File: src/rtl/vec_regfile_burst.sv
// Parametrised vector register file: LANES-wide masked writes, combinational direct reads,
// and a valid/ready burst-read sequencer streaming VL elements in LANES-wide registered beats.
module vec_regfile_burst #(
  parameter int unsigned ELEM_W = 32,
  parameter int unsigned NREG   = 8,
  parameter int unsigned LANES  = 2,
  parameter int unsigned AW     = $clog2(NREG)
) (
  input  logic                    clk,
  input  logic                    rst,
  input  logic                    wr_en,
  input  logic [AW-1:0]           wr_base,
  input  logic [LANES-1:0]        wr_mask,
  input  logic [LANES*ELEM_W-1:0] wr_data,
  input  logic [AW-1:0]           rd_addr,
  output logic [LANES*ELEM_W-1:0] rd_data,
  input  logic                    bq_valid,
  output logic                    bq_ready,
  input  logic [AW-1:0]           bq_base,
  input  logic [AW:0]             bq_vl,
  output logic                    bo_valid,
  input  logic                    bo_ready,
  output logic [LANES*ELEM_W-1:0] bo_data,
  output logic [LANES-1:0]        bo_mask,
  output logic                    bo_last
);

  localparam int unsigned DW = LANES * ELEM_W;
  // Truncation to AW bits gives the mod-NREG pointer step for free (NREG is a power of 2).
  localparam logic [AW-1:0] LanesA = AW'(LANES);
  localparam logic [AW:0]   LanesR = (AW + 1)'(LANES);

  typedef enum logic [0:0] {StIdle, StStream} state_e;

  logic [ELEM_W-1:0] mem_q [NREG];
  logic [ELEM_W-1:0] mem_d [NREG];

  state_e           state_q, state_d;
  logic [AW-1:0]    ptr_q, ptr_d;
  logic [AW:0]      rem_q, rem_d;
  logic             bo_valid_q, bo_valid_d;
  logic [DW-1:0]    bo_data_q, bo_data_d;
  logic [LANES-1:0] bo_mask_q, bo_mask_d;
  logic             bo_last_q, bo_last_d;

  logic             load;
  logic [AW-1:0]    ld_base;
  logic [AW:0]      ld_rem;
  logic [DW-1:0]    beat_data;
  logic [LANES-1:0] beat_mask;

  // Array write path
  always_comb begin
    for (int i = 0; i < int'(NREG); i++) begin
      mem_d[i] = mem_q[i];
    end
    if (wr_en) begin
      for (int i = 0; i < int'(LANES); i++) begin
        if (wr_mask[i]) begin
          mem_d[wr_base + AW'(i)] = wr_data[i*ELEM_W +: ELEM_W];
        end
      end
    end
  end

  // Direct read: no bypass, so a write shows up only after its edge
  always_comb begin
    rd_data = '0;
    for (int i = 0; i < int'(LANES); i++) begin
      rd_data[i*ELEM_W +: ELEM_W] = mem_q[rd_addr + AW'(i)];
    end
  end

  // Sequencer next state and beat-load selection
  always_comb begin
    state_d = state_q;
    ptr_d   = ptr_q;
    rem_d   = rem_q;
    load    = 1'b0;
    ld_base = ptr_q;
    ld_rem  = rem_q;
    unique case (state_q)
      StIdle: begin
        // A zero-length request is accepted here and simply dropped
        if (bq_valid && (bq_vl != '0)) begin
          state_d = StStream;
          load    = 1'b1;
          ld_base = bq_base;
          ld_rem  = bq_vl;
          ptr_d   = bq_base + LanesA;
          rem_d   = bq_vl;
        end
      end
      StStream: begin
        if (bo_ready) begin
          if (bo_last_q) begin
            state_d = StIdle;
          end else begin
            load    = 1'b1;
            ld_base = ptr_q;
            ld_rem  = rem_q - LanesR;
            ptr_d   = ptr_q + LanesA;
            rem_d   = rem_q - LanesR;
          end
        end
      end
    endcase
  end

  // Beat is read from mem_q, so a same-edge write to the same element is not captured
  always_comb begin
    beat_data = '0;
    beat_mask = '0;
    for (int i = 0; i < int'(LANES); i++) begin
      if ((AW + 1)'(i) < ld_rem) begin
        beat_mask[i]                  = 1'b1;
        beat_data[i*ELEM_W +: ELEM_W] = mem_q[ld_base + AW'(i)];
      end
    end
  end

  always_comb begin
    bo_valid_d = (state_d == StStream);
    bo_data_d  = bo_data_q;
    bo_mask_d  = bo_mask_q;
    bo_last_d  = bo_last_q;
    if (load) begin
      bo_data_d = beat_data;
      bo_mask_d = beat_mask;
      bo_last_d = (ld_rem <= LanesR);
    end
  end

  always_ff @(posedge clk or posedge rst) begin
    if (rst) begin
      for (int i = 0; i < int'(NREG); i++) begin
        mem_q[i] <= '0;
      end
    end else begin
      for (int i = 0; i < int'(NREG); i++) begin
        mem_q[i] <= mem_d[i];
      end
    end
  end

  always_ff @(posedge clk or posedge rst) begin
    if (rst) begin
      state_q    <= StIdle;
      ptr_q      <= '0;
      rem_q      <= '0;
      bo_valid_q <= 1'b0;
      bo_data_q  <= '0;
      bo_mask_q  <= '0;
      bo_last_q  <= 1'b0;
    end else begin
      state_q    <= state_d;
      ptr_q      <= ptr_d;
      rem_q      <= rem_d;
      bo_valid_q <= bo_valid_d;
      bo_data_q  <= bo_data_d;
      bo_mask_q  <= bo_mask_d;
      bo_last_q  <= bo_last_d;
    end
  end

  assign bq_ready = (state_q == StIdle);
  assign bo_valid = bo_valid_q;
  assign bo_data  = bo_data_q;
  assign bo_mask  = bo_mask_q;
  assign bo_last  = bo_last_q;

endmodule

File: config.mk
export PLATFORM = sky130hd
export DESIGN_NAME = vec_regfile_burst
export DESIGN_NICKNAME = d
export VERILOG_FILES = /design/src/rtl/vec_regfile_burst.sv
export SDC_FILE = /design/constraint.sdc
export NUM_CORES = 1
export LEC_CHECK = 0
export CAP_MARGIN = 20
export CELL_PAD_IN_SITES_DETAIL_PLACEMENT = 1
export CELL_PAD_IN_SITES_GLOBAL_PLACEMENT = 2
export CORE_MARGIN = 3
export CORE_UTILIZATION = 33
export CTS_CLUSTER_SIZE = 25
export DETAILED_ROUTE_END_ITERATION = 10
export PLACE_DENSITY = 0.77
export SYNTH_ARGS = -nofsm -noshare
export SYNTH_HDL_FRONTEND = slang
export SYNTH_SLANG_ARGS = --single-unit
File: constraint.sdc
create_clock -name clk -period 13.55 [get_ports clk]
set_input_delay 4.065 -clock clk [delete_from_list [all_inputs] [get_ports clk]]
set_output_delay 4.065 -clock clk [all_outputs]
set_load 0.02 [all_outputs]
* Yosys cells after proc, flatten, opt, wreduce, memory -nomap -nowiden
Cells that the tools add are included.
Operators by class: equal/unequal tests 3, bitwise logic cells 7, divide/modulo/power cells 0, $lt $le $gt $ge 11, reductions and logical operators 5, shifts and indexed selects 0, multiplexer cells 41, multipliers 0, add/sub/neg operators 6
Operators with widths (number):
- 256-bit 2-to-1 mux | 3
- 256-bit bitwise mux | 2
- 32-bit binary-select mux with 3-bit select | 4
- 32-bit 2-to-1 mux | 12
- 32-bit demux with 3-bit select | 2
- 4-bit >= comparator (second input constant) | 6
- 3-bit NOT with 4-bit output | 6
- 3-bit 2-to-1 mux | 4
- 4-bit 2-to-1 mux | 3
- 3-bit case mux with 2 select lines | 2
- 3-bit by 1-bit adder with 3-bit output (second input constant) | 3
- 1-bit by 4-bit < comparator with 1-bit output (first input constant) | 2
- 4-bit by 1-bit < comparator with 1-bit output (second input constant) | 2
- 4-bit case mux with 2 select lines | 1
- 3-bit by 2-bit adder with 3-bit output (second input constant) | 2
- 1-bit 2-to-1 mux | 6
- 4-bit by 2-bit less-or-equal comparator with 1-bit output (second input constant) | 1
- 2-bit inequality test (second input constant) | 2
- 1-bit case mux with 2 select lines | 2
- 4-bit nonzero test | 1
- 4-bit by 2-bit subtractor with 4-bit output (second input constant) | 1
- 1-bit logical AND | 3
- 3-bit AND reduction | 1
- 2-bit by 1-bit inequality test with 1-bit output (second input constant) | 1
- 1-bit NOT | 1
Storage, ports and cells: ROM bits 0, bits in writable memories 0, bits of input ports 84, memories 0, output and inout port bits 133, logic and storage cells 87, flip-flop bits (word level) 331, latch bits 0

* Longest topological paths before layout
depth after elaboration 10, mapped depth 16, gate-level depth less buffers 11

* Worst setup path after synthesis
OpenSTA, ideal clock, no wires.
path kind in2out, start point input port rd_addr[0], end point output port rd_data[53], stages 6, data arrival time 6.097 ns, setup slack 3.388 ns, buffers on the path 3, required time 9.485 ns, path through ha_1 clkbuf_1 clkbuf_1 clkbuf_1 mux4_2 mux2_2
On the way: cells in the longest elaborated chain, start to end 5
RTL lines:
- start: declaration | RTL line 15 | input logic [AW-1:0] rd_addr,
- 3-bit by 1-bit adder with 3-bit output | RTL line 70 | rd_data[i*ELEM_W +: ELEM_W] = mem_q[rd_addr + AW'(i)];
- 3-bit NOT with 4-bit output (implied by the code) | RTL line 70
- 32-bit binary-select mux with 3-bit select | RTL line 70
- 32-bit 2-to-1 mux (implied by the code) (2 in series) | RTL line 70
- end: declaration | RTL line 16 | output logic [LANES*ELEM_W-1:0] rd_data,
Every way passes these cells. The select of a mux whose other input is x is not followed.

* Final worst setup path
start point input port rd_addr[2], end point output port rd_data[61]
The elaborated chain is that of the path after synthesis.

==> impl_results.rst <==
.. list-table::
   :header-rows: 1

   * - Metric
     - Value
   * - Commonest non-fill, non-tap cell in the layout
     - a21oi_1
   * - Total power divided by cell area
     - 247 nW/um^2
   * - Total half-perimeter wirelength after legalization and detailed placement
     - 65300 microns
   * - Total placed cells including tap cells
     - between 3000 and 4000
   * - Number of instances in the synthesized netlist
     - between 2000 and 3000
   * - P_leak
     - approximately 10 nW
   * - Synthesized area divided by synthesized cell count
     - about 9.0 sq um
   * - Fin. max-slew vios
     - 0
   * - Share of synthesized flip-flops with an asynchronous set or reset
     - 100%
   * - Clock transition at the registers of the reported paths
     - approximately 0.06 ns
   * - Post-layout minimum cycle time
     - 11.23 ns
   * - Area enclosed by the die boundary
     - 72100 sq um
   * - Number of max-cap violations
     - 0
   * - Die W
     - between 200 and 300 microns
   * - Clock sink total
     - between 300 and 400
   * - Critical path start-end classification
     - in2out
   * - Clock tree from TritonCTS
     - done
   * - Worst EP required
     - approximately 9.5 ns
   * - Transition time at the pin with the least slew margin
     - approximately 1.2 ns
   * - PortBufs
     - ~220
   * - Quantity of hold-fixing buffers added after cts
     - 0
   * - Clock tree root buffer cell
     - clkbuf_16
   * - Depth of the CTS H-tree
     - 2
   * - Sum of negative setup slack
     - 0 ns
   * - Clock Skew
     - 0.00978 ns
   * - Most used flip-flop cell after synthesis
     - dfrtp_1
   * - Number of vias after detailed routing
     - 23800
   * - IO Pins
     - about 220
   * - Synthesis-to-layout area growth
     - 18.7%
   * - Final Hold Violating Endpoints
     - 0
   * - Result of the run
     - finished clean
   * - Std-Cell Rows
     - 95
   * - Crit end category
     - output pin
   * - Final estimated routing congestion in global placement
     - 0.859
   * - Post-CTS resize count
     - 0
   * - Number of flops mapped to enable cells by yosys
     - 0
   * - Commonest cells after routing, fill and taps aside
     - a21oi_1, dfrtp_1, nor2_1, o22ai_1, clkdlybuf4s50_1
   * - Number of fill cells
     - approximately 7600
   * - Flops & latches, synth
     - 331
   * - Proportion of synthesized chip area in sequential cells
     - around 36%
   * - Final worst-path cycle share
     - between 80% and 90%
   * - Count of final setup violators
     - 0
   * - Tightest Hold Check Type
     - reg2reg
   * - Area contributors post-synth
     - dfrtp_1, mux4_2, a21oi_1
   * - Worst-case vdd ir drop
     - ~0.17 mV
   * - Area leader, netlist
     - dfrtp_1
   * - Number of antenna repair diodes
     - 0
   * - Global Route Usage Sum
     - 31.7%
   * - DRC Markers
     - 0
   * - Library cells used by synthesis
     - between 50 and 60
   * - CTS max path bufs
     - 3
   * - DRT Pass-1 Iters
     - 6
   * - Worst reg2reg startpoint
     - bo_valid
   * - Final Routed Wirelength
     - ~120000 microns
   * - RSZ-0062 raised after global routing
     - no
   * - Crit Path Max Fanout
     - 33
   * - Number of buffers created by CTS
     - 43
   * - Number of vias per cell after detailed routing
     - 6.95
   * - Wire length of the first global-routing pass
     - ~170000 microns
   * - Clock latency on the worst-skew pair
     - between 0.5 and 0.6 ns
   * - Post-Layout Cell Count
     - 3424
   * - CP Launch Type
     - primary input
   * - Pin count of the biggest net entering global routing
     - about 170
   * - Synthesized net count
     - 2610
   * - Synthesized area
     - roughly 23000 sq um
   * - Std-Cell Core Area
     - 67800 sq um
   * - Worst reg-to-reg path cell count
     - 10
   * - Initial DRC count
     - between 2000 and 3000
   * - Critical path origin
     - rd_addr[2]
   * - Hold Path Stages
     - 2
   * - Synth top area share
     - 36.4%
   * - Number of nets at the end of the flow
     - around 2600
   * - Number of antenna violations at the first check in global routing
     - 3
   * - Chip Height
     - 269 microns
   * - Sum of internal, switching and leakage power
     - between 6 and 7 mW
   * - Fmax
     - about 89 MHz
   * - Vias in the first global route
     - about 25000
   * - Arr. time, crit path
     - roughly 7.2 ns
   * - Number of antenna-violating nets in the routed design
     - 0
   * - Hold Crit Start
     - bo_mask[1]
   * - Post-DR wirelength/cell
     - 34.2 microns
   * - Fraction of layout instances using a drive strength above 1
     - around 16%
   * - Worst max-slew margin expressed relative to the limit
     - 20.3%
   * - Initial cell density of the core
     - 33.6%
   * - Synthesis Warnings
     - 0
   * - Leftover overflow at the end of global routing
     - 0
   * - Cell area after layout
     - 27000 sq um
   * - Buffer count from post-CTS setup fixing
     - 0
   * - Post-placement cell area
     - approximately 26000 sq um
-- cells by family after synthesis --
kind of cell	share of synthesized area, %
XOR/XNOR	0.193
adder cells (fa/ha/maj)	0.220
buffers and inverters	5.81
AO/OA/AOI/OAI	25.0
AND/OR/NAND/NOR	14.2
multiplexers	18.1
flip-flops	36.4
-- critical path, cell delays in order --
cell and delay, ns:
buf_2 0.08, buf_4 0.58, xor2_4 0.85, buf_4 0.51, mux2_2 0.43, clkdlybuf4s50_1 0.56
-- path summary, 6_finish.rpt --
check                               to  slack (ns)
max in group asynchronous    mem_q[33]        7.74
max reg2reg                bo_data[62]        7.57
max                        rd_data[61]        2.32
min                         bo_mask[1]        0.48
min reg2reg                 bo_mask[1]        0.48
min in group asynchronous   bo_mask[1]        3.97
-- power by group --
group	total [mW]	switching (mW)	internal, mW	leakage, nW
logic	3.58	2.15	1.43	5.73
clock network	1.23	0.481	0.748	0.710
registers	1.86	0.531	1.33	3.77
total	6.67	3.16	3.51	10.2
-- state kept, by name (all words and copies together) (netlist names) --
signal,cells
bo_data,64
bo_last,1
bo_mask,2
bo_valid,1
mem_q,256
ptr_q,3
rem_q,4
-- cell type report --
| type | count | area, sq um | area share (%) |
|---|---|---|---|
| multi-input combinational | 1859 | 13500 | 49.8 |
| inverter | 15 | 66.3 | 0.246 |
| sequential | 331 | 8280 | 30.7 |
| clock buffer | 57 | 1230 | 4.56 |
| clock inverter | 14 | 235 | 0.871 |
| tap | 873 | 1090 | 4.04 |
| timing repair buffer | 275 | 2650 | 9.80 |
-- cell usage after synthesis, drive strengths merged, types with 2 or more instances --
library cell	instances
ha	4
a22oi	59
a31oi	14
nand2	212
and3	56
mux4	128
a21boi	8
and2	2
a211o	13
dfrtp	331
o211ai	43
xor2	2
o21a	2
a221oi	30
nand3b	2
mux2i	35
nand4	4
nor3	32
nor2	301
o22ai	263
o31ai	21
nand3	49
nand2b	3
buf	115
inv	15
nor4	33
a211oi	11
a21oi	340
a221o	6
a32o	46
o32ai	3
nor2b	5
mux2	79
or4	2
o21ai	38
a31o	2
clkbuf	202
xnor2	3
nor4b	3
-- layer usage --
| metal | track usage (%) | vias up | wire length [microns] |
|---|---|---|---|
| li1 | - | 9596 | - |
| met1 | 41.8 | 12200 | 46100 |
| met2 | 49.1 | 1599 | 52400 |
| met3 | 8.64 | 381 | 13200 |
| met4 | 13.6 | 2 | 5380 |
| met5 | 0 | - | 13 |
-- per-stage QoR --
step | hold slack (ns) | utilization (%) | setup WS [ns]
final | 0.477 | 39.9 | 2.32
after global routing | 0.498 | 39.9 | 2.33
after CTS | 0.486 | 39.8 | 2.38
after detailed placement | 0.472 | 37.7 | 2.36
after global placement | 0.466 | 37.6 | 2.44
after floorplan | 0.466 | - | 0.317
Power figures use the tool's default switching activity.
